--- config.mk ---
export PLATFORM = sky130hd
export DESIGN_NAME = nco_sweep_ctrl
export DESIGN_NICKNAME = d
export VERILOG_FILES = /design/src/rtl/nco_sweep_ctrl.sv
export SDC_FILE = /design/constraint.sdc
export NUM_CORES = 1
export LEC_CHECK = 0
export ABC_AREA = 1
export ABC_CLOCK_PERIOD_IN_PS = 8990
export CORE_ASPECT_RATIO = 0.9
export CORE_MARGIN = 8
export CORE_UTILIZATION = 60
export CTS_CLUSTER_DIAMETER = 60
export DETAILED_ROUTE_END_ITERATION = 6
export DONT_BUFFER_PORTS = 1
export GPL_ROUTABILITY_DRIVEN = 0
export PLACE_DENSITY = 0.81
export SYNTH_ARGS = -nofsm -noshare
export SYNTH_HDL_FRONTEND = slang
export SYNTH_SLANG_ARGS = --single-unit
--- constraint.sdc ---
create_clock -name clk -period 8.99 [get_ports clk]
set_input_delay 2.2475 -clock clk [delete_from_list [all_inputs] [get_ports clk]]
set_output_delay 2.2475 -clock clk [all_outputs]
set_load 0.01 [all_outputs]
--- src/rtl/nco_sweep_ctrl.sv ---
// Stepped linear chirp sequencer feeding the FM sine NCO frequency control word.
// Up-ramp (mode 0) or continuous triangle (mode 1) with per-value dwell and endpoint clamping.
module nco_sweep_ctrl #(
  parameter int W       = 32,
  parameter int DWELL_W = 16
) (
  input  logic               clk,
  input  logic               reset,
  input  logic               start,
  input  logic               abort,
  input  logic [W-1:0]       cfg_f_start,
  input  logic [W-1:0]       cfg_f_stop,
  input  logic [W-1:0]       cfg_step,
  input  logic [DWELL_W-1:0] cfg_dwell,
  input  logic               cfg_mode,
  output logic [W-1:0]       ctrl,
  output logic               busy,
  output logic               step_tick,
  output logic               done,
  output logic               err
);

  typedef enum logic {IDLE, RUN} state_t;

  state_t             state_q, state_n;
  logic               dir_down_q, dir_down_n;
  logic [DWELL_W-1:0] cnt_q, cnt_n;
  logic [W-1:0]       ctrl_q, ctrl_n;
  logic [W-1:0]       sh_f_start_q, sh_f_start_n;
  logic [W-1:0]       sh_f_stop_q, sh_f_stop_n;
  logic [W-1:0]       sh_step_q, sh_step_n;
  logic [DWELL_W-1:0] sh_dwell_q, sh_dwell_n;
  logic               sh_mode_q, sh_mode_n;
  logic               busy_q, step_tick_q, done_q, err_q;
  logic               step_tick_n, done_n, err_n;
  logic               cfg_bad;

  // Up-step saturates at the stop word; the W+1 bit sum catches carry out.
  function automatic logic [W-1:0] step_up(input logic [W-1:0] cur,
                                           input logic [W-1:0] inc,
                                           input logic [W-1:0] lim);
    logic [W:0] sum;
    sum = {1'b0, cur} + {1'b0, inc};
    if (sum >= {1'b0, lim}) return lim;
    return sum[W-1:0];
  endfunction

  // Down-step saturates at the start word without borrowing below it.
  function automatic logic [W-1:0] step_down(input logic [W-1:0] cur,
                                             input logic [W-1:0] dec,
                                             input logic [W-1:0] lim);
    if ((cur - lim) <= dec) return lim;
    return cur - dec;
  endfunction

  assign cfg_bad = (cfg_step == '0) || (cfg_f_stop <= cfg_f_start);

  always_ff @(posedge clk or posedge reset) begin
    if (reset) begin
      state_q      <= IDLE;
      dir_down_q   <= 1'b0;
      cnt_q        <= '0;
      ctrl_q       <= '0;
      sh_f_start_q <= '0;
      sh_f_stop_q  <= '0;
      sh_step_q    <= '0;
      sh_dwell_q   <= '0;
      sh_mode_q    <= 1'b0;
      busy_q       <= 1'b0;
      step_tick_q  <= 1'b0;
      done_q       <= 1'b0;
      err_q        <= 1'b0;
    end else begin
      state_q      <= state_n;
      dir_down_q   <= dir_down_n;
      cnt_q        <= cnt_n;
      ctrl_q       <= ctrl_n;
      sh_f_start_q <= sh_f_start_n;
      sh_f_stop_q  <= sh_f_stop_n;
      sh_step_q    <= sh_step_n;
      sh_dwell_q   <= sh_dwell_n;
      sh_mode_q    <= sh_mode_n;
      busy_q       <= (state_n == RUN);
      step_tick_q  <= step_tick_n;
      done_q       <= done_n;
      err_q        <= err_n;
    end
  end

  always_comb begin
    state_n      = state_q;
    dir_down_n   = dir_down_q;
    cnt_n        = cnt_q;
    ctrl_n       = ctrl_q;
    sh_f_start_n = sh_f_start_q;
    sh_f_stop_n  = sh_f_stop_q;
    sh_step_n    = sh_step_q;
    sh_dwell_n   = sh_dwell_q;
    sh_mode_n    = sh_mode_q;
    step_tick_n  = 1'b0;
    done_n       = 1'b0;
    err_n        = 1'b0;

    unique case (state_q)
      IDLE: begin
        if (!abort && start) begin
          if (cfg_bad) begin
            err_n = 1'b1;
          end else begin
            sh_f_start_n = cfg_f_start;
            sh_f_stop_n  = cfg_f_stop;
            sh_step_n    = cfg_step;
            sh_dwell_n   = cfg_dwell;
            sh_mode_n    = cfg_mode;
            ctrl_n       = cfg_f_start;
            dir_down_n   = 1'b0;
            cnt_n        = cfg_dwell;
            step_tick_n  = 1'b1;
            state_n      = RUN;
          end
        end
      end
      RUN: begin
        if (abort) begin
          state_n = IDLE;
        end else if (cnt_q != '0) begin
          cnt_n = cnt_q - DWELL_W'(1);
        end else if (!dir_down_q && ctrl_q == sh_f_stop_q && !sh_mode_q) begin
          done_n  = 1'b1;
          state_n = IDLE;
        end else begin
          // Turnarounds flip direction and step away in the same expiry,
          // so endpoints are never held twice.
          step_tick_n = 1'b1;
          cnt_n       = sh_dwell_q;
          if (!dir_down_q) begin
            if (ctrl_q == sh_f_stop_q) begin
              dir_down_n = 1'b1;
              ctrl_n     = step_down(ctrl_q, sh_step_q, sh_f_start_q);
            end else begin
              ctrl_n = step_up(ctrl_q, sh_step_q, sh_f_stop_q);
            end
          end else begin
            if (ctrl_q == sh_f_start_q) begin
              dir_down_n = 1'b0;
              ctrl_n     = step_up(ctrl_q, sh_step_q, sh_f_stop_q);
            end else begin
              ctrl_n = step_down(ctrl_q, sh_step_q, sh_f_start_q);
            end
          end
        end
      end
      default: state_n = IDLE;
    endcase
  end

  assign ctrl      = ctrl_q;
  assign busy      = busy_q;
  assign step_tick = step_tick_q;
  assign done      = done_q;
  assign err       = err_q;

endmodule
After elaboration in Yosys (flattened, before gate mapping) --
Cells that the tools add are included.
Operators by class: multiplexer cells 72, $lt $le $gt $ge 3, add/sub/neg operators 4, equality and inequality tests 8, reductions and logical operators 12, bitwise gates (word level) 2
Operator list (count):
- $mux W32 | 14
- $mux W16 | 5
- $eq A32 B32 Y1 | 2
- $le A32 B32 Y1 | 2
- $pmux W32 S2 | 1
- $sub A32 B32 Y32 | 2
- $mux W1 | 48
- $add A32 B32 Y33 | 1
- $ge A33 B32 Y1 | 1
- $logic_not A32 Y1 | 1
- $pmux W16 S2 | 1
- $reduce_bool A16 Y1 | 1
- $sub A16 B1 Y16 const B | 1
- $ne A2 B2 Y1 const B | 5
- $pmux W1 S2 | 3
- $reduce_and A5 Y1 | 1
- $reduce_and A4 Y1 | 1
- $logic_and A1 B1 Y1 | 3
- $logic_not A1 Y1 | 3
- $ne A3 B3 Y1 const B | 1
- $reduce_and A3 Y1 | 1
- $not A1 Y1 | 2
- $logic_or A1 B1 Y1 | 1
Word-level totals: word-level logic and storage cells 113, register bits 166

Logic depth before layout (Yosys ltp) --
depth after elaboration 16, depth in mapped cells 31, gate-level depth less buffers 29

Least setup slack after synthesis --
Ideal clock, no wire load.
kind register to register, start register ctrl_q[0] (netlist: ctrl[0]), end register ctrl_q[0] (netlist: ctrl[0]), cell stages (with the launch flop) 26, path buffers 2, arrival time 4070 ps, setup slack 4799 ps, setup time 121 ps, path through dfrtp_1 > inv_1 > ha_1 > fa_1 > o21ai_1 > a21oi_1 > o21ai_2 > a21oi_1 > o21ai_2 > a21boi_1 > o21ai_0 > nand2_1 > nand3_1 > nand2_1 > ha_1 > nand2_1 > nor2_1 > nand2_1 > nor4_1 > nand3_1 > nand2_1 > buf_2 > clkbuf_1 > o211ai_1 > nand3_1 > a21oi_1
On the way: cells in the longest elaborated chain, start to end 16, elaborated cells on any way between the ends 48, classes of those cells 3 x add/sub; 2 x order compare; 3 x eq/ne; 37 x mux; 3 x reduce/logical
Ends and longest elaborated chain:
- from (decl) | line 28 | logic [W-1:0] ctrl_q, ctrl_n;
- from (signal assigned) | line 77 | ctrl_q <= ctrl_n;
- $add A32 B32 Y33 or $sub A32 B32 Y32 (tied branches) | line 43, 52
- $ge A33 B32 Y1 or $le A32 B32 Y1 (tied branches) | line 44, 52
- $mux W1 (on tied branches) | line 44, 52
- $mux W1 (on tied branches) | line 137, 144
- $mux W1 | line 136 | if (!dir_down_q) begin
- $mux W1 | line 128 | end else if (!dir_down_q && ctrl_q == sh_f_stop_q && !sh_mode_q) begin
- $mux W1 | line 126 | end else if (cnt_q != '0) begin
- $mux W1 | line 124 | if (abort) begin
- $mux W1 | line 104 | unique case (state_q)
- $mux W32 (on tied branches) | line 45, 53
- $mux W32 (on tied branches) | line 137, 144
- $mux W32 | line 136
- $mux W32 | line 128
- $mux W32 | line 126
- $mux W32 | line 124
- $pmux W32 S2 | line 104
Parallel ways exist; a longest one is shown, timed or not. The select of a mux whose other input is x is not followed. A chain may end at the register's enable or synchronous reset.

Final worst setup path --
start register ctrl_q[1] (netlist: ctrl[1]), end register ctrl_q[26] (netlist: ctrl[26])
Same word-level chain as after synthesis.

==> impl_metrics.ini <==
[detailed_routing]
wl_per_cell_um = 21.3
drc = 42
vias_per_cell = 6.37
drtAntennaViolNets = 0
wl_um = 58400
drt_iter0_drc = 2386
drt_first_pass_iters = 7
via_count = 17400

[setup_path]
criticalPathCategory = flop to flop
critPathMaxStageDelay_ps = 820
cp-end-kind = flop
start_kind = flop
path_cells = inv_1, fa_1, o21ai_1, a21oi_1, o21ai_2, a21oi_1, o21ai_2, a21boi_1, o21ai_0, nand2_1, nand3_1, nand2_1, ha_1, nand2_1, nor2_1, nand2_1, nor4_1, nand3_1, nand2_2, inv_1, o21ai_0, nand3_1, nand3_1, a21oi_1
critical_path_arrival_ps = 6940
critPathSlowestCell = nand2_2
cp_max_fo = 57
required_ps = 9340

[pwr]
power_per_cell_area_nw_per_um2 = 433
max-vdd-ir-drop_mv = 0.192
p_leak_nw = 8.52
total_power_mw = 7.44

[min_path]
holdCritPathClass = flop to flop

[layout]
antenna_cells = 0
nets = 2682
syn2layout_area_growth_pct = 4.58
stdcell_count = 2737
drive_gt1_share_pct = 4.07

[timing]
post-route-min-period_ps = 6590
setup-violations-final = 0
grt_setup_unrepaired = no
fmax_mhz = 152
finalHoldViolations = 0
skew_ps = 17.7
timing.final.ws_setup_ps = 2400
worstMarginPinSlew_ps = 1250
maxSlewViolCount = 0
fin_tns_setup_ps = 0
period_share_pct = 73.3
slew_headroom_pct = 16.4

[synth]
synth.distinct_cells = 52
yosys_warnings = 0
seq_area_frac_synth_pct = 25.3
synth_cells = 2422
syn_avg_cell_area_um2 = 6.78
synthesis.area_um2 = 16400
synth_fp_nets = 2734
ys_seq_elements = 166

[cts]
postCtsHoldBufs = 0
clock-sinks = 166
cts_resized = 0
htreeDepth = 4
cts_tree = done
cts_buffers = 17
insertion_delay_ps = 460
clk_transition_reported_paths_ps = 80
root_buffer = clkbuf_16
clk_path_buf_depth = 2
cts_setup_buffers = 0

[placed_design]
hpwl_um = 45300
port_buffers = 0
placed_cells_incl_taps = 2705
pre_cts_slack_ps = 2740

[grt]
grt.overflow.total = 0
grt_max_degree = 119
antenna_found_initial = 0
grt_pass1_vias = 16600
track_usage_pct = 34.5
grt_pass1_wl_um = 90400

[outcome]
violations = design-rule violations
status = finished with violations

[floorplan]
fp.coreArea_um2 = 27000
fp.dieH_um = 173
io_pins = 153
die-area_um2 = 32900
start_util_pct = 60.9
die_w_um = 190
row_count = 57

[flow_run]
drv_cap = 0
==> flip-flops by register name (all words and copies together), names as in the netlist <==
signal and count:
err 1, busy 1, done 1, step_tick 1, dir_down_q 1, cnt_q 16
sh_f_stop_q 32, sh_step_q 32, ctrl 32, sh_dwell_q 16, sh_mode_q 1, sh_f_start_q 32
==> critical path, delay by kind of cell (launching register included) <==
kind / cells / cell delay [ps]
AO/OA/AOI/OAI: 9 / 1940
AND/OR/NAND/NOR: 11 / 2350
buffers and inverters: 2 / 700
adder cells (fa/ha/maj): 2 / 780
flip-flops: 1 / 660
==> per-layer routing <==
metal	vias to the layer above	track usage (%)	part of all wire [%]
li1	7919	-	-
met1	8076	45.6	38
met2	1231	48.7	41
met3	213	13.1	16
met4	0	16.4	4.8
met5	-	0	0
==> Yosys cell counts, drive strengths merged <==
cell,count,share of area [%]
o21ai,170,5.3
a211oi,5,0.23
a221oi,2,0.11
a21boi,5,0.23
a31oi,4,0.15
nor3,23,0.73
inv,328,7.5
a41oi,1,0.053
o211a,1,0.061
xnor2,21,1.1
ha,192,15
xor2,73,3.9
o21bai,10,0.46
a21o,13,0.59
or2,18,0.69
nand3b,2,0.091
o2111ai,2,0.11
fa,3,0.37
nand4,34,1.3
and3,1,0.038
a21oi,266,8.3
nor4,26,1.1
nand3,153,4.7
mux2,2,0.14
buf,53,1.9
clkbuf,24,0.55
o221ai,3,0.16
o21a,14,0.64
o22ai,9,0.34
and2,1,0.038
clkinv,2,0.046
dfrtp,166,25
nand2,438,10
nor2,323,7.5
o211ai,34,1.6
==> cells by family after synthesis <==
kind of cell / after synthesis / synth area share (%)
AO/OA/AOI/OAI: 539 / 18.3
XOR/XNOR: 94 / 5.01
adder cells (fa/ha/maj): 195 / 15.0
buffers and inverters: 407 / 9.94
flip-flops: 166 / 25.3
multiplexers: 2 / 0.137
AND/OR/NAND/NOR: 1019 / 26.3
==> power breakdown <==
| part | leakage [nW] | total [mW] | internal (mW) | switching, mW |
|---|---|---|---|---|
| Combinational | 6.28 | 5.21 | 1.71 | 3.50 |
| Sequential | 1.93 | 1.40 | 0.971 | 0.427 |
| Clock | 0.310 | 0.825 | 0.451 | 0.374 |
| Total | 8.52 | 7.44 | 3.13 | 4.30 |
==> metrics by stage <==
| step | hold slack (ps) | util, % | area [um^2] |
|---|---|---|---|
| CTS | 488 | 63.7 | 17200 |
| global route | 498 | 63.7 | 17200 |
| detailed placement | 470 | 61.4 | 16500 |
| global placement | 462 | 61.4 | 16500 |
| floorplan | 448 | - | 16400 |
| finish | 487 | 63.7 | 17200 |
==> cell type report <==
cell class	count	area [um^2]
well taps	354	443
fillers	2418	9780
clock buffers	17	425
repair buffers	6	45.0
flip-flops and latches	166	4160
inverters	330	1240
clock inverters	15	213
multi-input cells	1849	10700
==> final timing paths <==
check,from,to,slack (ps),cells past startpoint
setup / recovery,ctrl[1],ctrl[26],2400,24
hold / removal,sh_dwell_q[11],sh_dwell_q[11],490,2
setup reg to reg,ctrl[1],ctrl[26],2400,24
hold reg to reg,sh_dwell_q[11],sh_dwell_q[11],490,2
max in group asynchronous,reset,sh_step_q[27],5740,2
min in group asynchronous,reset,step_tick,1910,1
==> cells in the final DEF (no fill, tap or decap), types with 34 or more instances in the layout <==
master / n
a21oi_1: 262
dfrtp_1: 165
ha_1: 192
inv_1: 313
nand2_1: 430
nand3_1: 152
nand4_1: 34
nor2_1: 322
o211ai_1: 34
o21ai_0: 147
xor2_1: 73
Power figures use the tool's default switching activity.
